### config.mk
export PLATFORM = sky130hd
export DESIGN_NAME = mips_cpu_store_unit_flat
export DESIGN_NICKNAME = d
export VERILOG_FILES = /design/src/rtl/mips_cpu_pkg.sv /design/src/rtl/mips_cpu_store_unit_if.sv /design/src/rtl/mips_cpu_store_align.sv /design/src/rtl/mips_cpu_store_unit.sv /design/src/flat_wrapper.sv
export SDC_FILE = /design/constraint.sdc
export NUM_CORES = 1
export LEC_CHECK = 0
export CORE_ASPECT_RATIO = 0.7
export CORE_MARGIN = 2
export CORE_UTILIZATION = 25
export CTS_BUF_LIST = sky130_fd_sc_hd__clkbuf_8
export CTS_CLUSTER_DIAMETER = 80
export CTS_CLUSTER_SIZE = 14
export DETAILED_ROUTE_END_ITERATION = 16
export PLACE_DENSITY = 0.48
export SETUP_SLACK_MARGIN = 0.2
export SYNTH_ARGS = -nofsm -noshare
export SYNTH_HDL_FRONTEND = slang
export SYNTH_HIERARCHICAL = 1
export SYNTH_SLANG_ARGS = --single-unit
### constraint.sdc
create_clock -name clk -period 3.62 [get_ports clk]
set_input_delay 0.543 -clock clk [delete_from_list [all_inputs] [get_ports clk]]
set_output_delay 0.543 -clock clk [all_outputs]
set_load 0.02 [all_outputs]
### src/rtl/mips_cpu_pkg.sv
// Shared opcodes, state encoding and small types for the MIPS store path.
// Latency: n/a (declarations only).
// Backpressure: n/a.
package mips_cpu_pkg;

  localparam logic [5:0] OP_SB  = 6'b101000;
  localparam logic [5:0] OP_SH  = 6'b101001;
  localparam logic [5:0] OP_SWL = 6'b101010;
  localparam logic [5:0] OP_SW  = 6'b101011;
  localparam logic [5:0] OP_SWR = 6'b101110;

  typedef enum logic {
    IDLE  = 1'b0,
    WRITE = 1'b1
  } store_state_t;

  typedef logic [1:0] byte_off_t;

endpackage

### src/rtl/mips_cpu_store_unit_if.sv
// Core request / completion signals plus the Avalon-MM style write bus.
// Latency: n/a (wiring only).
// Backpressure: req_ready toward the core, waitrequest from the bus.
// slave  : the store unit (accepts requests, masters the data bus)
// master : the core + memory side (issues requests, answers waitrequest)
interface mips_cpu_store_unit_if;
  logic        req_valid;
  logic        req_ready;
  logic [5:0]  req_opcode;
  logic [31:0] req_addr;
  logic [31:0] req_data;
  logic        done;
  logic        bus_err;
  logic        addr_err;
  logic [31:0] address;
  logic        write;
  logic [3:0]  byteenable;
  logic [31:0] writedata;
  logic        waitrequest;

  modport slave (
    input  req_valid, req_opcode, req_addr, req_data, waitrequest,
    output req_ready, done, bus_err, addr_err,
    output address, write, byteenable, writedata
  );

  modport master (
    output req_valid, req_opcode, req_addr, req_data, waitrequest,
    input  req_ready, done, bus_err, addr_err,
    input  address, write, byteenable, writedata
  );
endinterface

### src/rtl/mips_cpu_store_align.sv
// Maps a store (opcode, byte offset, rt) onto little-endian lane enables and data.
// Latency: combinational, zero cycles.
// Backpressure: none.
// Ports: opcode/offset/rt in; byteenable, writedata, is_store, misaligned out.
module mips_cpu_store_align
  import mips_cpu_pkg::*;
(
  input  logic [5:0]  opcode,
  input  byte_off_t   offset,
  input  logic [31:0] rt,
  output logic [3:0]  byteenable,
  output logic [31:0] writedata,
  output logic        is_store,
  output logic        misaligned
);

  always_comb begin
    byteenable = 4'b0000;
    writedata  = 32'h0;
    is_store   = 1'b1;
    misaligned = 1'b0;
    case (opcode)
      OP_SB: begin
        byteenable = 4'b0001 << offset;
        writedata  = {4{rt[7:0]}};
      end
      OP_SH: begin
        // Only offset[1] selects the half; offset[0] only matters for alignment.
        byteenable = offset[1] ? 4'b1100 : 4'b0011;
        writedata  = {2{rt[15:0]}};
        misaligned = offset[0];
      end
      OP_SW: begin
        byteenable = 4'b1111;
        writedata  = rt;
        misaligned = (offset != 2'd0);
      end
      OP_SWL: begin
        // Most significant bytes of rt land at and below the addressed lane.
        byteenable = 4'b1111 >> (2'd3 - offset);
        writedata  = rt >> {(2'd3 - offset), 3'b000};
      end
      OP_SWR: begin
        // Least significant bytes of rt land at and above the addressed lane.
        byteenable = 4'b1111 << offset;
        writedata  = rt << {offset, 3'b000};
      end
      default: is_store = 1'b0;
    endcase
  end

endmodule

### src/rtl/mips_cpu_store_unit.sv
// Issues one byte-enabled word write per core store request and reports done/errors.
// Latency: accept edge -> write high 1 cycle; done 1 cycle after the releasing edge (min 2 cycles/store).
// Backpressure: req_ready only in IDLE; write held stable while waitrequest, optional WAIT_LIMIT abort.
// Ports: clk, reset_n (async active-low), bus (mips_cpu_store_unit_if.slave).
// Optional feature macro: MIPS_STORE_ALIGN_CHECK_EN rejects misaligned sh/sw with addr_err.
module mips_cpu_store_unit
  import mips_cpu_pkg::*;
#(
  parameter int WAIT_LIMIT = 0
)
(
  input  logic                  clk,
  input  logic                  reset_n,
  mips_cpu_store_unit_if.slave  bus
);

  localparam int CNT_W = (WAIT_LIMIT > 1) ? $clog2(WAIT_LIMIT + 1) : 1;
  // Counter value at which one more stalled edge hits the limit.
  localparam logic [CNT_W-1:0] CNT_LAST = CNT_W'(WAIT_LIMIT - 1);

  store_state_t     state, state_nxt;
  logic [CNT_W-1:0] cnt, cnt_nxt;
  logic             write_q, write_nxt;
  logic [31:0]      addr_q, addr_nxt;
  logic [3:0]       be_q, be_nxt;
  logic [31:0]      data_q, data_nxt;
  logic             done_q, done_nxt;
  logic             bus_err_q, bus_err_nxt;
  logic             addr_err_q, addr_err_nxt;

  logic [3:0]       be_c;
  logic [31:0]      data_c;
  logic             is_store;
  logic             misaligned;
  logic             reject;

  mips_cpu_store_align u_align (
    .opcode     (bus.req_opcode),
    .offset     (bus.req_addr[1:0]),
    .rt         (bus.req_data),
    .byteenable (be_c),
    .writedata  (data_c),
    .is_store   (is_store),
    .misaligned (misaligned)
  );

`ifdef MIPS_STORE_ALIGN_CHECK_EN
  assign reject = misaligned;
`else
  logic unused_misaligned;
  assign unused_misaligned = misaligned;
  assign reject = 1'b0;
`endif

  always_comb begin
    state_nxt    = state;
    cnt_nxt      = cnt;
    write_nxt    = 1'b0;
    addr_nxt     = addr_q;
    be_nxt       = be_q;
    data_nxt     = data_q;
    done_nxt     = 1'b0;
    bus_err_nxt  = 1'b0;
    addr_err_nxt = 1'b0;
    case (state)
      IDLE: begin
        if (bus.req_valid) begin
          if (!is_store) begin
            // Non-store opcodes complete immediately without touching the bus.
            done_nxt = 1'b1;
          end else if (reject) begin
            done_nxt     = 1'b1;
            addr_err_nxt = 1'b1;
          end else begin
            state_nxt = WRITE;
            write_nxt = 1'b1;
            cnt_nxt   = '0;
            addr_nxt  = {bus.req_addr[31:2], 2'b00};
            be_nxt    = be_c;
            data_nxt  = data_c;
          end
        end
      end
      WRITE: begin
        write_nxt = 1'b1;
        if (!bus.waitrequest) begin
          state_nxt = IDLE;
          write_nxt = 1'b0;
          done_nxt  = 1'b1;
        end else if (WAIT_LIMIT > 0) begin
          if (cnt == CNT_LAST) begin
            state_nxt   = IDLE;
            write_nxt   = 1'b0;
            done_nxt    = 1'b1;
            bus_err_nxt = 1'b1;
            cnt_nxt     = '0;
          end else begin
            cnt_nxt = cnt + CNT_W'(1);
          end
        end
      end
      default: state_nxt = IDLE;
    endcase
  end

  always_ff @(posedge clk or negedge reset_n) begin
    if (!reset_n) begin
      state      <= IDLE;
      cnt        <= '0;
      write_q    <= 1'b0;
      addr_q     <= 32'h0;
      be_q       <= 4'b0000;
      data_q     <= 32'h0;
      done_q     <= 1'b0;
      bus_err_q  <= 1'b0;
      addr_err_q <= 1'b0;
    end else begin
      state      <= state_nxt;
      cnt        <= cnt_nxt;
      write_q    <= write_nxt;
      addr_q     <= addr_nxt;
      be_q       <= be_nxt;
      data_q     <= data_nxt;
      done_q     <= done_nxt;
      bus_err_q  <= bus_err_nxt;
      addr_err_q <= addr_err_nxt;
    end
  end

  assign bus.req_ready  = (state == IDLE);
  assign bus.write      = write_q;
  assign bus.address    = addr_q;
  assign bus.byteenable = be_q;
  assign bus.writedata  = data_q;
  assign bus.done       = done_q;
  assign bus.bus_err    = bus_err_q;
  assign bus.addr_err   = addr_err_q;

endmodule

### src/flat_wrapper.sv
// flat-port wrapper written by rule: the top's interface ports become plain ports
module mips_cpu_store_unit_flat import mips_cpu_pkg::*;
#(
  parameter int WAIT_LIMIT = 0
)
  (clk, reset_n, bus_req_valid, bus_req_opcode, bus_req_addr, bus_req_data, bus_waitrequest, bus_req_ready, bus_done, bus_bus_err, bus_addr_err, bus_address, bus_write, bus_byteenable, bus_writedata);
  mips_cpu_store_unit_if bus_i ();
  input  logic clk;
  input  logic reset_n;
  input wire logic [$bits(bus_i.req_valid)-1:0] bus_req_valid;
  input wire logic [$bits(bus_i.req_opcode)-1:0] bus_req_opcode;
  input wire logic [$bits(bus_i.req_addr)-1:0] bus_req_addr;
  input wire logic [$bits(bus_i.req_data)-1:0] bus_req_data;
  input wire logic [$bits(bus_i.waitrequest)-1:0] bus_waitrequest;
  output wire logic [$bits(bus_i.req_ready)-1:0] bus_req_ready;
  output wire logic [$bits(bus_i.done)-1:0] bus_done;
  output wire logic [$bits(bus_i.bus_err)-1:0] bus_bus_err;
  output wire logic [$bits(bus_i.addr_err)-1:0] bus_addr_err;
  output wire logic [$bits(bus_i.address)-1:0] bus_address;
  output wire logic [$bits(bus_i.write)-1:0] bus_write;
  output wire logic [$bits(bus_i.byteenable)-1:0] bus_byteenable;
  output wire logic [$bits(bus_i.writedata)-1:0] bus_writedata;
  assign bus_i.req_valid = bus_req_valid;
  assign bus_i.req_opcode = bus_req_opcode;
  assign bus_i.req_addr = bus_req_addr;
  assign bus_i.req_data = bus_req_data;
  assign bus_i.waitrequest = bus_waitrequest;
  assign bus_req_ready = bus_i.req_ready;
  assign bus_done = bus_i.done;
  assign bus_bus_err = bus_i.bus_err;
  assign bus_addr_err = bus_i.addr_err;
  assign bus_address = bus_i.address;
  assign bus_write = bus_i.write;
  assign bus_byteenable = bus_i.byteenable;
  assign bus_writedata = bus_i.writedata;
  mips_cpu_store_unit #(.WAIT_LIMIT(WAIT_LIMIT)) u_core (.clk(clk), .reset_n(reset_n), .bus(bus_i));
endmodule
Word-level counts from Yosys, hierarchy flattened
Index checks and enable logic that the tools add are counted.

cells by class
  $add $sub $neg = 1
  eq/ne operators = 5
  shifts and indexed selects = 5
  multiplexer cells = 12
  bitwise logic cells = 1
  reduce and logical (&&, ||, !) cells = 2

operators with widths
  kind                 number
  $pmux 32 s5          1
  $shl 32x5->32        1
  $shr 32x5->32        1
  $eq 6x6->1 const B   5
  $pmux 4 s5           1
  $mux 1               7
  $reduce_or 5->1      1
  $mux 4               1
  $pmux 1 s2           2
  $shl 1x2->4 const A  1
  $shl 4x2->4 const A  1
  $shr 4x2->4 const A  1
  $reduce_and 3->1     1
  $sub 2x2->2 const A  1
  $not 1->1            1

word-level totals
  register bits after elaboration = 68
  input bits = 74
  word-level logic and storage cells = 31

Depth between registers and ports, before layout
  depth in word-level cells = 6
  depth in mapped cells = 9

By module
Netlist, hierarchy kept.

modules (own cells, without submodules)
  module                times used  cells an instance  area each (µm²)  seq. area each (µm²)
  mips_cpu_store_unit   1           152                2,692.6          1,701.6
  mips_cpu_store_align  1           211                1,632.8          0.0

Worst setup path after synthesis
No wires, ideal clock.

  path type = in2reg
  from = input bus_req_opcode[4]
  to = register u_core.addr_q[28], in the netlist u_core/bus.address[28]
  setup time = 0.125 ns
  arrival time = 1.921 ns
  data required time = 3.495 ns
  setup slack = 1.574 ns
  stages = 7
  buffers on the path = 3
  cell sequence = nand3b_4 -> buf_2 -> a21oi_1 -> nand3b_4 -> buf_6 -> buf_6 -> mux2_4

between the ends
  longest elaborated chain between the ends = 4
  elaborated cells on any way between the ends = 8
  classes of those cells = 5 x eq/ne; 1 x mux; 2 x reduce/logical

RTL lines
  item                            line                        RTL
  start, declared                 flat_wrapper.sv:11          input wire logic [$bits(bus_i.req_opcode)-1:0] bus_req_opcode;
  $eq 6x6->1                      mips_cpu_store_align.sv:22  case (opcode)
  $reduce_or 5->1 (no line) (*)   n/a
  $mux 1 (*)                      mips_cpu_store_align.sv:22
  named net u_core.is_store       mips_cpu_store_unit.sv:33   logic is_store;
  $reduce_and 3->1 (no line) (*)  n/a
  end signal, assigned            mips_cpu_store_unit.sv:121  addr_q <= addr_nxt;
  end, declared                   mips_cpu_store_unit.sv:24   logic [31:0] addr_q, addr_nxt;

Mark *: on every way through the listed nets, which the timed path passes. The rest lies on a longest branch.
A chain may end at the register's enable or synchronous reset.

Worst setup path after layout
  from = input bus_req_opcode[2]
  to = register u_core.data_q[19], in the netlist u_core/bus.writedata[19]

between the ends
  elaborated cells on any way between the ends = 9
  classes of those cells = 5 x eq/ne; 2 x mux; 2 x reduce/logical

RTL lines
  item                         line                        RTL
  $eq 6x6->1                   mips_cpu_store_align.sv:22
  $pmux 32 s5 (*)              mips_cpu_store_align.sv:22
  named net u_core.data_c[19]  mips_cpu_store_unit.sv:32   logic [31:0] data_c;
  end signal, assigned         mips_cpu_store_unit.sv:123  data_q <= data_nxt;
  end, declared                mips_cpu_store_unit.sv:26   logic [31:0] data_q, data_nxt;

Marked as above.

==> impl_metrics.env <==
export IMPL_antenna_found_initial=0
export IMPL_die_height_um=114
export IMPL_vias_per_cell=4.81
export IMPL_hold_viol_final=0
export IMPL_grt_pass1_wl_mm=21.8
export IMPL_crit_required_ps=3910
export IMPL_postSynthCellCount=360
export IMPL_cp_end_kind="flip-flop"
export IMPL_fin_skew_ps=9.66
export IMPL_relSlewSlack_pct=38.1
export IMPL_grt_max_degree=69
export IMPL_vdd_ir_drop_max_v=0.000248
export IMPL_dr_pass1_iters=5
export IMPL_wire_per_inst_um=18.9
export IMPL_cts_tree="yes"
export IMPL_root_buffer="clkbuf_8"
export IMPL_yosysWarningCount=6
export IMPL_setup_violations=0
export IMPL_hp_class="in -> async"
export IMPL_fin_crit_sh_pct=73.3
export IMPL_cts_resized=0
export IMPL_reg2reg_to="u_core/bus.writedata[26]"
export IMPL_drt_iter0_drc=212
export IMPL_dp_final_hpwl_mm=9.84
export IMPL_grt_overflow=0
export IMPL_drt_wl_total_mm=14.0
export IMPL_path_class="in -> reg"
export IMPL_clockBufferDepth=2
export IMPL_die_w_um=161
export IMPL_placed_area_um2=5960
export IMPL_io_pins=147
export IMPL_cts_clk_slew_worst_paths_ps=80
export IMPL_timing_fmax_mhz=377
export IMPL_timing_hold_ws_ps=295
export IMPL_num_fill_cells=1709
export IMPL_syn_area_um2=4310
export IMPL_rsz0062_at_grt="false"
export IMPL_routabilityCongestion=0.826
export IMPL_tns_ps=0
export IMPL_area_growth_pct=43.9
export IMPL_power_density_nw_per_um2=398
export IMPL_drive_above_1_share_pct=26.4
export IMPL_dieArea_um2=18300
export IMPL_ant_nets=0
export IMPL_post_route_min_period_ps=2650
export IMPL_drc=0
export IMPL_cp_start_kind="input pin"
export IMPL_fin_area_um2=6210
export IMPL_crit_path_max_fanout=12
export IMPL_num_vias=3547
export IMPL_diodes=0
export IMPL_tightest_slew_ps=928
export IMPL_cp_data_arrival_time_ps=2940
export IMPL_cts_setup_buffers=0
export IMPL_cts_sinks=68
export IMPL_rr_startpoint="u_core/bus.write"
export IMPL_clock_latency_ps=350
export IMPL_start_util_pct=25.3
export IMPL_grt_pass1_vias=3708
export IMPL_port_buffers=142
export IMPL_status="finished clean"
export IMPL_track_usage_pct=15.4
export IMPL_synth_area_per_cell_um2=12.0
export IMPL_drv_slew=0
export IMPL_hold_buffers=0
export IMPL_nets=576
export IMPL_core_area_um2=17000
export IMPL_r2r_cells=3
export IMPL_htreeDepth=3
export IMPL_num_rows=40
export IMPL_p_leak_nw=2.72
export IMPL_cap_violations=0
export IMPL_regToRegSetupSlack_ps=1950
export IMPL_cts_made_buffers=9
worst max-delay path by stage:
stage	from	to
6_report	bus_req_opcode[2]	u_core/bus.writedata[19]
3_3_place_gp	bus_req_addr[1]	u_core/bus.writedata[19]
5_1_grt	bus_req_opcode[2]	u_core/bus.writedata[20]
2_1_floorplan	bus_req_opcode[4]	u_core/bus.address[28]
4_1_cts	bus_req_opcode[2]	u_core/bus.writedata[19]
3_5_place_dp	bus_req_opcode[2]	u_core/bus.writedata[19]
routing by layer:
layer	track usage, %	part of all wire (%)	vias to the layer above
met4	2.92	0.86	0
met5	0	0	-
met3	4.80	7.7	13
met2	23.5	44	152
li1	-	-	1633
met1	21.8	48	1749
power by group:
group          total, mW  switching [mW]  leakage [nW]  internal (mW)
sequential         0.922          0.0568         0.891          0.865
clock              0.796           0.333         0.124          0.463
combinational      0.752           0.350          1.70          0.402
total               2.47           0.740          2.72           1.73
final cells by class:
class	instances	area, um^2	share of cell area, %
clock buffer	9	124	2.00
clock inverter	7	121	1.96
inverter	5	18.8	0.302
multi-input combinational	259	2380	38.4
sequential	68	1700	27.4
tap	231	289	4.66
timing repair buffer	159	1570	25.3
sequential cells by signal, summed over array words and instances, names as in the netlist:
| name | count |
|---|---|
| u_core/bus.address | 30 |
| u_core/bus.byteenable | 4 |
| u_core/bus.done | 1 |
| u_core/bus.write | 1 |
| u_core/bus.writedata | 32 |
critical path, stage by stage:
cell and delay [ps]:
clkdlybuf4s50_1 760, nand4bb_1 610, nor3_4 620, a22oi_1 150, nand3_2 110, mux2_4 140
cells in the final DEF, fill, tap and decap left out, types with 11 or more instances in the layout:
cell / instances
buf_4: 16
a21oi_1: 11
dfrtp_1: 68
nor2_1: 17
o21ai_0: 20
mux2_2: 40
mux2_4: 30
a22o_1: 12
clkdlybuf4s50_1: 141
a22oi_1: 28
metrics by stage:
| stage | std cells | total power, mW | utilization, % | worst slack [ps] |
|---|---|---|---|---|
| final | 738 | 2.47 | 36.5 | 967 |
| after global routing | 738 | 2.59 | 36.5 | 806 |
| after global placement | 722 | 1.68 | 35.0 | 635 |
| after CTS | 738 | 2.51 | 36.5 | 987 |
| after detailed placement | 722 | 1.69 | 35.0 | 618 |
| after floorplan | 363 | 1.30 | - | 1570 |
(Power assumes the default switching activity.)
